===== src/rtl/program_loader.sv =====
// program_loader: streams program bytes into instruction memory, then
// releases the processor core from reset and waits for it to finish.
// Optional feature: define BRACKET_CHECK_EN to enable loop-bracket balance
// checking (OP_OPEN / OP_CLOSE) during the load.
module program_loader #(
  parameter int          ADDR_W   = 8,
  parameter logic [7:0]  OP_OPEN  = 8'h5B,
  parameter logic [7:0]  OP_CLOSE = 8'h5D
) (
  input  logic              clk,
  input  logic              reset,
  input  logic              in_valid,
  input  logic [7:0]        in_data,
  input  logic              in_last,
  output logic              in_ready,
  output logic              imem_we,
  output logic [ADDR_W-1:0] imem_addr,
  output logic [7:0]        imem_wdata,
  output logic              core_reset,
  input  logic              core_done,
  output logic [ADDR_W:0]   prog_len,
  output logic              load_error,
  output logic              halted
);

  typedef enum logic [2:0] {LOAD, START, RUN, HALT, ERR} state_t;

  state_t              state_q, state_d;
  logic [ADDR_W:0]     prog_len_q, prog_len_d;
  logic                imem_we_q, imem_we_d;
  logic [ADDR_W-1:0]   imem_addr_q, imem_addr_d;
  logic [7:0]          imem_wdata_q, imem_wdata_d;
  logic                load_error_q, load_error_d;

  logic accept;
  logic at_top;
  logic bracket_err;

  assign accept = in_valid && in_ready;
  // The byte about to be accepted lands in the last memory location.
  assign at_top = &prog_len_q[ADDR_W-1:0];

`ifdef BRACKET_CHECK_EN
  logic [ADDR_W:0] depth_q, depth_d;

  // Track loop nesting; flag an unmatched close or an unbalanced final byte.
  always_comb begin
    depth_d     = depth_q;
    bracket_err = 1'b0;
    if (accept) begin
      if (in_data == OP_OPEN) begin
        depth_d = depth_q + 1'b1;
      end else if (in_data == OP_CLOSE) begin
        if (depth_q == '0) bracket_err = 1'b1;
        else               depth_d = depth_q - 1'b1;
      end
      if (in_last && (depth_d != '0)) bracket_err = 1'b1;
    end
  end

  // Loop-depth register, cleared on reset.
  always_ff @(posedge clk) begin
    if (reset) depth_q <= '0;
    else       depth_q <= depth_d;
  end
`else
  assign bracket_err = 1'b0;
`endif

  // Next-state and write-port logic for the load / run sequencer.
  always_comb begin
    state_d      = state_q;
    prog_len_d   = prog_len_q;
    imem_we_d    = 1'b0;
    imem_addr_d  = imem_addr_q;
    imem_wdata_d = imem_wdata_q;
    load_error_d = load_error_q;
    case (state_q)
      LOAD: begin
        if (accept) begin
          imem_we_d    = 1'b1;
          imem_addr_d  = prog_len_q[ADDR_W-1:0];
          imem_wdata_d = in_data;
          prog_len_d   = prog_len_q + 1'b1;
          // The offending byte is still written; only the state changes.
          if ((at_top && !in_last) || bracket_err) begin
            state_d      = ERR;
            load_error_d = 1'b1;
          end else if (in_last) begin
            state_d = START;
          end
        end
      end
      START:   state_d = RUN;
      RUN:     if (core_done) state_d = HALT;
      HALT:    state_d = HALT;
      ERR:     state_d = ERR;
      default: state_d = LOAD;
    endcase
  end

  // State and output registers with synchronous reset.
  always_ff @(posedge clk) begin
    if (reset) begin
      state_q      <= LOAD;
      prog_len_q   <= '0;
      imem_we_q    <= 1'b0;
      imem_addr_q  <= '0;
      imem_wdata_q <= '0;
      load_error_q <= 1'b0;
    end else begin
      state_q      <= state_d;
      prog_len_q   <= prog_len_d;
      imem_we_q    <= imem_we_d;
      imem_addr_q  <= imem_addr_d;
      imem_wdata_q <= imem_wdata_d;
      load_error_q <= load_error_d;
    end
  end

  assign in_ready   = (state_q == LOAD);
  assign core_reset = (state_q != RUN);
  assign halted     = (state_q == HALT);
  assign imem_we    = imem_we_q;
  assign imem_addr  = imem_addr_q;
  assign imem_wdata = imem_wdata_q;
  assign prog_len   = prog_len_q;
  assign load_error = load_error_q;

endmodule


===== config.mk =====
export PLATFORM = sky130hd
export DESIGN_NAME = program_loader
export DESIGN_NICKNAME = d
export VERILOG_FILES = /design/src/rtl/program_loader.sv
export SDC_FILE = /design/constraint.sdc
export NUM_CORES = 1
export LEC_CHECK = 0
export CORE_ASPECT_RATIO = 1.2
export CORE_UTILIZATION = 40
export CTS_BUF_LIST = sky130_fd_sc_hd__clkbuf_4
export DETAILED_ROUTE_END_ITERATION = 12
export DONT_BUFFER_PORTS = 1
export GPL_TIMING_DRIVEN = 0
export PLACE_DENSITY = 0.58
export SLEW_MARGIN = 20
export SYNTH_ARGS = -nofsm -noshare
export SYNTH_HDL_FRONTEND = slang
export SYNTH_SLANG_ARGS = --single-unit
export TNS_END_PERCENT = 30

===== constraint.sdc =====
create_clock -name clk -period 2.27 [get_ports clk]
set_input_delay 0.454 -clock clk [delete_from_list [all_inputs] [get_ports clk]]
set_output_delay 0.454 -clock clk [all_outputs]
set_load 0.02 [all_outputs]

==> results.json <==
{
  "yosysWarnings": 0,
  "cts_sinks": 30,
  "antennaDiodeCount": 0,
  "crit_end": "in_ready",
  "fin_hold_ws_ps": 248,
  "place_inst": 175,
  "status": "finished, final reports clean",
  "die_area_um2": 3190,
  "cts_hold_buf": 0,
  "path_cells": "or3_1, clkbuf_1, inv_1",
  "startpoint_type": "register",
  "final_cell_count_no_fill": 183,
  "grt_usage_pct": 18.0,
  "hold_path.class": "in2reg",
  "die_x_um": 51.7,
  "postRouteAntennaNets": 0,
  "yosysTopAreaCell": "dfxtp_1",
  "finalSetupViolations": 0,
  "rsz0062_at_grt": "no",
  "p_leak_uw": 0.000466,
  "cp.required_ps": 1820,
  "first_iter_violations": 10,
  "crit_buf_inv": 2,
  "cts_resized": 0,
  "cp_slowest_stage_delay_ps": 400,
  "crit_slowest_cell": "dfxtp_1",
  "firstDrtPassIters": 5,
  "p_total_uw": 980,
  "cp_num_cells": 3,
  "routed_via_density": 5.55,
  "placed_area_um2": 1230,
  "fin_crit_ps": 1920,
  "drive_above_1_share_pct": 6.71,
  "grt_overflow": 0,
  "grt_max_degree": 11,
  "finalSetupTns_ps": 0,
  "design.portCount": 43,
  "timing.final.crit_share_pct": 84.4,
  "maxCapViolCount": 0,
  "nets": 162,
  "max_slew_margin_pct": 64.8,
  "grt_pass1_wl_um": 4040,
  "clock_latency_ps": 330,
  "synth_edf_count": 0,
  "cts-root-buf": "clkbuf_4",
  "synth-main-ff-cell": "dfxtp_1",
  "critPathMaxFanout": 9,
  "dp_hpwl_um": 1840,
  "yosysTopAreaCellShare_pct": 50.6,
  "htree_num_levels": 2,
  "reg2reg_to": "imem_addr[3]",
  "synthTopCellsByCount": "36 x nand2_1, 30 x dfxtp_1, 20 x a21oi_1",
  "fmaxAchievable_mhz": 522,
  "power_density_nw_per_um2": 763,
  "finalMaxSlewViolations": 0,
  "worst-r2r-setup-slack_ps": 520,
  "numCtsBuffers": 5,
  "synth.area.top_cells": "dfxtp_1 51%, nand2_1 11%, a21oi_1 8.4%",
  "synth_most_common_cell": "nand2_1",
  "synth.cell_area_um2": 1190,
  "port_buffers": 0,
  "finalHoldViolCount": 0,
  "drc_errors": 0,
  "core-area_um2": 2810,
  "grt_antenna_before_repair": 0,
  "fillCellCount": 283,
  "die_h_um": 61.7,
  "synth_seq_cells": 30,
  "arrival_ps": 1460,
  "r2r_start": "state_q[1]",
  "syn_to_final_growth_pct": 8.11,
  "vias": 1016,
  "ys_seq_area_share_pct": 50.6,
  "crit_type": "reg2out",
  "end_kind": "primary output",
  "syn_inst": 141,
  "cts_setup_buffers": 0,
  "stdcell_area_um2": 1280,
  "drt_wl_total_um": 2650,
  "worstMarginPinSlew_ps": 526,
  "syn_avg_cell_area_um2": 8.42,
  "initial_utilization_pct": 42.2,
  "syn_nets": 155,
  "wl_per_cell_um": 14.5,
  "place.gp.congestion": 0.748,
  "cts_tree": "yes",
  "r2r.worst_path.cells": 5,
  "row_count": 21,
  "synthArstFlopShare_pct": 0,
  "grt_pass1_vias": 905,
  "startpoint": "state_q[1]",
  "cts.path.max_buffers": 2,
  "clk_pin_slew_ps": 90,
  "synth.distinct_cells": 29,
  "clock_skew_ps": 5.02,
  "crit_family": "flip-flops",
  "vdd_ir_drop_max_mv": 0.484
}
## metal layers
layer	global-route usage, %	wire length (um)	vias up
li1	-	-	502
met1	18.6	1090	467
met2	31.2	1320	39
met3	6.42	172	8
met4	11.6	63	0
met5	0	0	-
## logic make-up after synthesis
family | share of synthesized area, %
compound gates | 12.5
xor+xnor | 0.738
fa+ha+maj | 1.05
buf+inv | 3.27
flops | 50.6
mux | 3.79
simple gates | 28.0
## cell usage in the layout (no fill, tap or decap), types with 2 or more instances in the layout
cell type and count:
clkbuf_1 7, o31ai_1 2, clkbuf_4 6, or4_1 2
nand2_1 36, inv_1 2, nor2b_1 4, nand3_1 5
nor3_1 2, a31oi_1 2, nor4_1 2, a21oi_1 20
dfxtp_1 30, nor2_1 8, mux2_1 4
## power breakdown
group	total [uW]	switching, uW	internal, uW
Combinational	83.0	55.2	27.7
Sequential	587	41.4	546
Clock	309	181	128
## final cells by class
class / count / area (um2) / share of cell area (%)
multi-input combinational: 101 / 548 / 42.7
buffer: 8 / 31.3 / 2.44
inverter: 2 / 7.51 / 0.585
tap: 34 / 42.5 / 3.31
clock buffer: 6 / 45.0 / 3.51
sequential: 30 / 601 / 46.8
clock inverter: 2 / 8.76 / 0.682
## how the worst min path moves through the flow
stage                  startpoint       endpoint  slack, ps  depth (start not counted)
floorplan              state_q[2]     state_q[0]        510                          1
CTS                    in_data[7]  imem_wdata[7]        240                          2
global route           in_data[7]  imem_wdata[7]        240                          2
global placement    imem_wdata[0]  imem_wdata[0]        540                          2
detailed placement   imem_addr[5]   imem_addr[5]        550                          2
finish                 in_data[7]  imem_wdata[7]        250                          2
## metrics by stage
stage	setup slack (ps)	util, %
2_1_floorplan	680	-
3_3_place_gp	562	43.7
3_5_place_dp	551	43.7
4_1_cts	352	45.7
5_1_grt	286	45.7
6_report	354	45.7
## flip-flops by register name, indices dropped and copies added, names as in the netlist
name,cells
imem_addr,8
imem_wdata,8
imem_we,1
load_error,1
prog_len,9
state_q,3
## worst reg2reg max path, stage by stage (launching register included)
cell and delay, ps:
dfxtp_1 400, or4b_1 540, clkbuf_1 210, clkbuf_1 270
nand2_1 140, a21oi_1 70
Note: power is estimated with default switching activity, not from simulation.
